File: config.mk
export PLATFORM = sky130hd
export DESIGN_NAME = fetch_decode_buffer
export DESIGN_NICKNAME = d
export VERILOG_FILES = /design/src/rtl/fetch_decode_buffer.sv
export SDC_FILE = /design/constraint.sdc
export NUM_CORES = 1
export LEC_CHECK = 0
export ABC_AREA = 1
export ABC_CLOCK_PERIOD_IN_PS = 5000
export BUFFER_PORTS_ARGS = -buffer_cell sky130_fd_sc_hd__buf_2
export CORE_MARGIN = 8
export CORE_UTILIZATION = 50
export DETAILED_ROUTE_END_ITERATION = 16
export PLACE_DENSITY = 0.84
export SLEW_MARGIN = 20
export SYNTH_ARGS = -nofsm -noshare
export SYNTH_HDL_FRONTEND = slang
export SYNTH_SLANG_ARGS = --single-unit
File: constraint.sdc
create_clock -name clk -period 5 [get_ports clk]
set_input_delay 0.75 -clock clk [delete_from_list [all_inputs] [get_ports clk]]
set_output_delay 0.75 -clock clk [all_outputs]
set_load 0.02 [all_outputs]
File: src/rtl/fetch_decode_buffer.sv
// Fetch-to-decode skid buffer: a small circular queue of {inst, pc_inc, createdump}
// entries with a valid/ready handshake on both sides and a flush for redirects.
module fetch_decode_buffer #(
    parameter int          DEPTH    = 2,
    parameter logic [15:0] NOP_INST = 16'h0800
) (
    input  logic                     clk,
    input  logic                     rst,
    input  logic                     f_valid,
    output logic                     f_ready,
    input  logic [15:0]              f_inst,
    input  logic [15:0]              f_pc_inc,
    input  logic                     f_createdump,
    input  logic                     flush,
    output logic                     d_valid,
    input  logic                     d_ready,
    output logic [15:0]              d_inst,
    output logic [15:0]              d_pc_inc,
    output logic                     d_createdump,
    output logic [$clog2(DEPTH):0]   occupancy
);

    localparam int PW = $clog2(DEPTH);
    localparam int OW = PW + 1;
    localparam logic [OW-1:0] OCC_FULL = OW'(DEPTH);
    localparam logic [OW-1:0] OCC_LAST = OW'(DEPTH - 1);

    typedef enum logic [1:0] {
        ST_EMPTY,
        ST_PARTIAL,
        ST_FULL
    } state_t;

    state_t          state_reg, state_next;
    logic [OW-1:0]   occ_reg, occ_next;
    logic [PW-1:0]   wr_ptr_reg, wr_ptr_next;
    logic [PW-1:0]   rd_ptr_reg, rd_ptr_next;

    logic [15:0]     inst_mem [DEPTH];
    logic [15:0]     pc_mem   [DEPTH];
    logic            dump_mem [DEPTH];

    logic            push;
    logic            pop;

    // Handshake flags come only from registered state, so fetch never sees d_ready.
    assign f_ready = (state_reg != ST_FULL);
    assign d_valid = (state_reg != ST_EMPTY);
    assign push    = f_valid & f_ready & ~flush;
    assign pop     = d_valid & d_ready & ~flush;

    always_ff @(posedge clk or negedge rst) begin
        if (!rst) begin
            state_reg  <= ST_EMPTY;
            occ_reg    <= '0;
            wr_ptr_reg <= '0;
            rd_ptr_reg <= '0;
        end else begin
            state_reg  <= state_next;
            occ_reg    <= occ_next;
            wr_ptr_reg <= wr_ptr_next;
            rd_ptr_reg <= rd_ptr_next;
        end
    end

    always_comb begin
        state_next  = state_reg;
        occ_next    = occ_reg;
        wr_ptr_next = wr_ptr_reg;
        rd_ptr_next = rd_ptr_reg;

        if (push) begin
            wr_ptr_next = wr_ptr_reg + 1'b1;
        end
        if (pop) begin
            rd_ptr_next = rd_ptr_reg + 1'b1;
        end

        case (state_reg)
            ST_EMPTY: begin
                if (push) begin
                    occ_next   = OW'(1);
                    state_next = (OCC_FULL == OW'(1)) ? ST_FULL : ST_PARTIAL;
                end
            end
            ST_PARTIAL: begin
                if (push && !pop) begin
                    occ_next   = occ_reg + 1'b1;
                    state_next = (occ_reg == OCC_LAST) ? ST_FULL : ST_PARTIAL;
                end else if (pop && !push) begin
                    occ_next   = occ_reg - 1'b1;
                    state_next = (occ_reg == OW'(1)) ? ST_EMPTY : ST_PARTIAL;
                end
            end
            ST_FULL: begin
                if (pop) begin
                    occ_next   = OCC_LAST;
                    state_next = (OCC_LAST == '0) ? ST_EMPTY : ST_PARTIAL;
                end
            end
            default: begin
                state_next = ST_EMPTY;
                occ_next   = '0;
            end
        endcase

        // A redirect wins over everything, including the push/pop decoded above.
        if (flush) begin
            state_next  = ST_EMPTY;
            occ_next    = '0;
            wr_ptr_next = '0;
            rd_ptr_next = '0;
        end
    end

    // Storage carries no reset; validity is tracked entirely by occupancy.
    generate
        for (genvar gi = 0; gi < DEPTH; gi++) begin : g_entry
            always_ff @(posedge clk) begin
                if (push && (wr_ptr_reg == PW'(gi))) begin
                    inst_mem[gi] <= f_inst;
                    pc_mem[gi]   <= f_pc_inc;
                    dump_mem[gi] <= f_createdump;
                end
            end
        end
    endgenerate

    assign d_inst       = d_valid ? inst_mem[rd_ptr_reg] : NOP_INST;
    assign d_pc_inc     = d_valid ? pc_mem[rd_ptr_reg]   : 16'h0000;
    assign d_createdump = d_valid ? dump_mem[rd_ptr_reg] : 1'b0;
    assign occupancy    = occ_reg;

endmodule

======== After elaboration in Yosys (flattened, before gate mapping) ========
Memories as Yosys holds them, arrays and structs flattened.
Index checks and enable logic that the tools add are counted.
storage, ports and cells
  bits in registers ....................... 6
  bits in writable memories ............... 66
  input bits .............................. 38
  output and inout bits ................... 37
  logic and storage cells ................. 70
  memories ................................ 3
cells by class
  add/sub/neg operators ................... 4
  eq/ne operators ......................... 7
  mux-type cells .......................... 32
  bitwise logic cells ..................... 6
  reductions and logical operators ........ 14
memory list
  name      words  width  read ports  clocked after memory_dff  write ports  RTL line  RTL
  inst_mem  2      16     1           0                         1            39        logic [15:0] inst_mem [DEPTH];
  pc_mem    2      16     1           0                         1            40        logic [15:0] pc_mem [DEPTH];
  dump_mem  2      1      1           0                         1            41        logic dump_mem [DEPTH];
operators by type and width
  kind                                              number
  2-to-1 mux 16 bit                                 4
  OR reduction 16 bit                               2
  2-to-1 mux 2 bit                                  9
  2-to-1 mux 1 bit                                  17
  one-hot mux 2 bit (3 select lines)                2
  inequality test 3 bit, second input constant      2
  nonzero test 2 bit                                3
  bitwise AND 1 bit                                 4
  == test 2 x 1 -> 1 bit, second input constant     2
  logical AND 1 bit                                 4
  inequality test 4 bit, second input constant      1
  AND reduction 3 bit                               1
  adder 1 bit, second input constant                2
  adder 2 x 1 -> 2 bit, second input constant       1
  == test 2 bit, second input constant              1
  logical NOT 1 bit                                 2
  logical NOT 2 bit                                 1
  inequality test 2 bit, second input constant      1
  NOT 1 bit                                         2
  subtractor 2 x 1 -> 2 bit, second input constant  1
  OR reduction 1 bit                                1

======== Longest topological paths before layout ========
  word-level depth ........................ 9
  depth in mapped cells ................... 10
  depth with buffers taken out ............ 10

======== Worst setup path after synthesis ========
OpenSTA, ideal clock, no wires.
  kind .................................... in2reg
  from .................................... in flush
  to ...................................... mem dump_mem[0], enable pin
  library setup time ...................... 0.423 ns
  arrival time ............................ 2.439 ns
  slack ................................... 2.138 ns
  cell stages on the path ................. 3
  buffers on the path ..................... 0
  cells stage by stage .................... inv_1 > nand3_1 > nor2_1
on the way
  cells in the longest elaborated chain, start to end .. 7
  elaborated cells between the ends (all ways) .. 11
RTL lines
  element                                 RTL line  RTL
  from (decl)                             14        input logic flush,
  NOT 1 bit *                             49        assign push = f_valid & f_ready & ~flush;
  bitwise AND 1 bit *                     49
  logical AND 1 bit                       120       if (push && (wr_ptr_reg == PW'(gi))) begin
  2-to-1 mux 1 bit                        120
  2-to-1 mux 1 bit (implied by the code)  123       dump_mem[gi] <= f_createdump;
  OR reduction 1 bit (no line)            -
  2-to-1 mux 1 bit (no line)              -
  to (decl)                               41
Every way passes the cells marked *; elsewhere a longest branch is shown, timed or not.

======== Worst setup path in the final report ========
  from .................................... reg rd_ptr_reg
  to ...................................... out d_pc_inc[10]
on the way
  cells in the longest elaborated chain, start to end .. 2
RTL lines
  element                   RTL line  RTL
  from (decl)               37        logic [PW-1:0] rd_ptr_reg, rd_ptr_next;
  from (signal assigned)    62        rd_ptr_reg <= rd_ptr_next;
  memory read (2 x 16 bit)  -
  2-to-1 mux 16 bit         130       assign d_pc_inc = d_valid ? pc_mem[rd_ptr_reg] : 16'h0000;
  to (decl)                 18        output logic [15:0] d_pc_inc,
Every way passes these cells.

==> flow_metrics.env <==
export IMPL_grt_use_total=0.1368
export IMPL_synthTopCellsByArea="edfxtp_1 (71%), nand2_1 (11%), a21oi_1 (6.1%)"
export IMPL_reg2reg_depth=4
export IMPL_setup_viol=0
export IMPL_final_area_mm2=0.003411
export IMPL_critPathLaunchType="register"
export IMPL_drive_gt1_frac=0.2968
export IMPL_dpl_hpwl_mm=3.694
export IMPL_synth_xor_area_share=0
export IMPL_worstSkewPairLatency_ns=0.33
export IMPL_fin_nets=344
export IMPL_fmax_mhz=361.9
export IMPL_synth_compound_area_frac=0.07589
export IMPL_tightest_slew_ns=1.003
export IMPL_synth_adder_area_share=0.004464
export IMPL_synth_mux_area_frac=0
export IMPL_rows=27
export IMPL_cts_sinks=72
export IMPL_powerDensity_mw_per_mm2=423.5
export IMPL_port_buffers=74
export IMPL_synth_cell_types=17
export IMPL_wl_per_cell_um=14.41
export IMPL_reg_largest_list="inst_mem (32), pc_mem (32)"
export IMPL_postSynthAreaPerCell_um2=12.29
export IMPL_r2r_setup_slack_ns=2.92
export IMPL_wl_mm=5.505
export IMPL_grt_overflow_total=0
export IMPL_fin_skew_ns=0.008147
export IMPL_fin_setup_tns_ns=0
export IMPL_grt_antenna_before_repair=0
export IMPL_path_class="register to output pin"
export IMPL_final_antenna_net_count=0
export IMPL_status="complete, no violations"
export IMPL_n_antenna_cell=0
export IMPL_root_buffer="clkbuf_8"
export IMPL_r2r_start="state_reg[0]"
export IMPL_post_route_util=0.6232
export IMPL_grt_max_degree=36
export IMPL_vias=1884
export IMPL_synthSimpleGateAreaFrac=0.1326
export IMPL_area_growth_pct=21.70
export IMPL_grt_pass1_wl_mm=8.928
export IMPL_gp_congestion=0.8233
export IMPL_cp_end_kind="output pin"
export IMPL_final_period_utilization=0.5526
export IMPL_drc_errors=0
export IMPL_rr_endpoint="pc_mem[0][9]"
export IMPL_critPathRequiredTime_ns=4.25
export IMPL_htreeDepth=3
export IMPL_period_minus_slack_ns=2.763
export IMPL_slew_violations=0
export IMPL_yosys_register_bits=72
export IMPL_m1WireLength_mm=2.246
export IMPL_hold_viol_final=0
export IMPL_syn_num_nets=267
export IMPL_floorplan_initialDensity=0.5121
export IMPL_power_uw=1445
export IMPL_synth_top_cell_area_share=0.7071
export IMPL_cts_hold_fix_buffers=0
export IMPL_place_area_mm2=0.003256
export IMPL_met2_length_mm=2.809
export IMPL_vias_per_cell=4.932
export IMPL_highest_layer="met4"
export IMPL_synth_top_cell_by_area="edfxtp_1"
export IMPL_whs_ns=0.2322
export IMPL_wl_met3_um=376
export IMPL_peakVddDrop_uv=200.8
export IMPL_dieArea_mm2=0.008257
export IMPL_cts_tree="yes"
export IMPL_netlist_instances=228
export IMPL_grt_setup_unrepaired="false"
export IMPL_drt_initial_drc_count=132
export IMPL_cts_resized=0
export IMPL_hp_class="primary input to async pin"
export IMPL_synth_top_family_by_area="simple AND/OR/NAND/NOR gates"
export IMPL_core_area_mm2=0.005473
export IMPL_die_y_um=90.87
export IMPL_grt_pass1_vias=1996
export IMPL_numCtsBuffers=9
export IMPL_max_slew_margin=0.3274
export IMPL_postCtsSetupBuffers=0
export IMPL_yosysWarnings=0
export IMPL_drtPass1Iterations=4
export IMPL_fp_dieW_um=90.87
export IMPL_cap_violations=0
export IMPL_clkSlewWorstSetupHoldPaths_ns=0.07
export IMPL_clock_path_buffers=2
export IMPL_io_pins=75
export IMPL_critical_path_max_fanout=35
export IMPL_worstPathArrival_ns=2.01
export IMPL_synth_area_mm2=0.002803
export IMPL_leakage_uw=0.001401
export IMPL_yosysSeqAreaShare=0.7607
==> area by class of cell <==
type | instances | area [µm²]
Clock buffer | 11 | 131.4
Clock inverter | 5 | 23.77
Fill cell | 455 | 2062
Inverter | 9 | 33.78
Multi-Input combinational cell | 137 | 614.3
Sequential cell | 72 | 2132
Tap cell | 72 | 90.09
Timing Repair Buffer | 76 | 385.4
==> worst max-delay path, cell delays in order, from the launching register on <==
cell	delay [ns]
dfrtp_1	0.35
clkinv_1	0.77
nand2_1	0.28
a21oi_1	0.11
buf_2	0.18
==> stage by stage <==
stage / setup WS [ns] / instances
floorplan: 2.138 / 228
global placement: 2.589 / 366
detailed placement: 2.518 / 366
CTS: 2.201 / 382
global route: 2.039 / 382
finish: 2.237 / 382
==> where the power goes <==
group	leakage, µW	total (µW)	switching (µW)	internal, µW
Sequential	0.000684	707	14.4	692
Combinational	0.000641	374	261	112
Clock	0.0000758	364	190	174
==> worst max path at each step <==
| stage | depth (start not counted) | slack (ns) | start | end |
|---|---|---|---|---|
| finish | 4 | 2.24 | rd_ptr_reg | d_pc_inc[10] |
| floorplan | 3 | 2.14 | flush | dump_mem[0] |
| global placement | 4 | 2.59 | flush | pc_mem[1][8] |
| detailed placement | 4 | 2.52 | flush | pc_mem[0][8] |
| CTS | 4 | 2.20 | rd_ptr_reg | d_pc_inc[10] |
| global route | 4 | 2.04 | rd_ptr_reg | d_inst[5] |
==> layer usage <==
metal	vias up	global-route usage
li1	950	-
met1	867	0.1551
met2	59	0.2290
met3	8	0.04073
met4	0	0.06958
met5	-	0
==> cell usage after synthesis <==
library cell   n
nand2_1       79
edfxtp_1      66
a21oi_1       34
clkbuf_1       8
inv_1          8
nand3_1        7
dfrtp_1        6
o21ai_0        5
nor2_1         4
buf_2          2
nand2_2        2
o21ai_1        2
clkinv_1       1
ha_1           1
nand3b_1       1
nor3_1         1
o31ai_1        1
==> cell families after synthesis <==
logic type               after synthesis
buffers and inverters                 19
AND/OR/NAND/NOR                       94
AO/OA/AOI/OAI                         42
flip-flops                            72
adder cells (fa/ha/maj)                1
==> placed cells by master, fill, tap and decap left out, drive strengths merged, types with 4 or more instances in the layout <==
cell type  netlist  final
nand3            7      7
nand2           81     81
buf              2     76
edfxtp          66     66
a21oi           34     34
nor2             4      4
dfrtp            6      6
clkinv           1      5
clkbuf           8     11
inv              8      8
o21ai            7      7
Power figures use the tool's default switching activity.
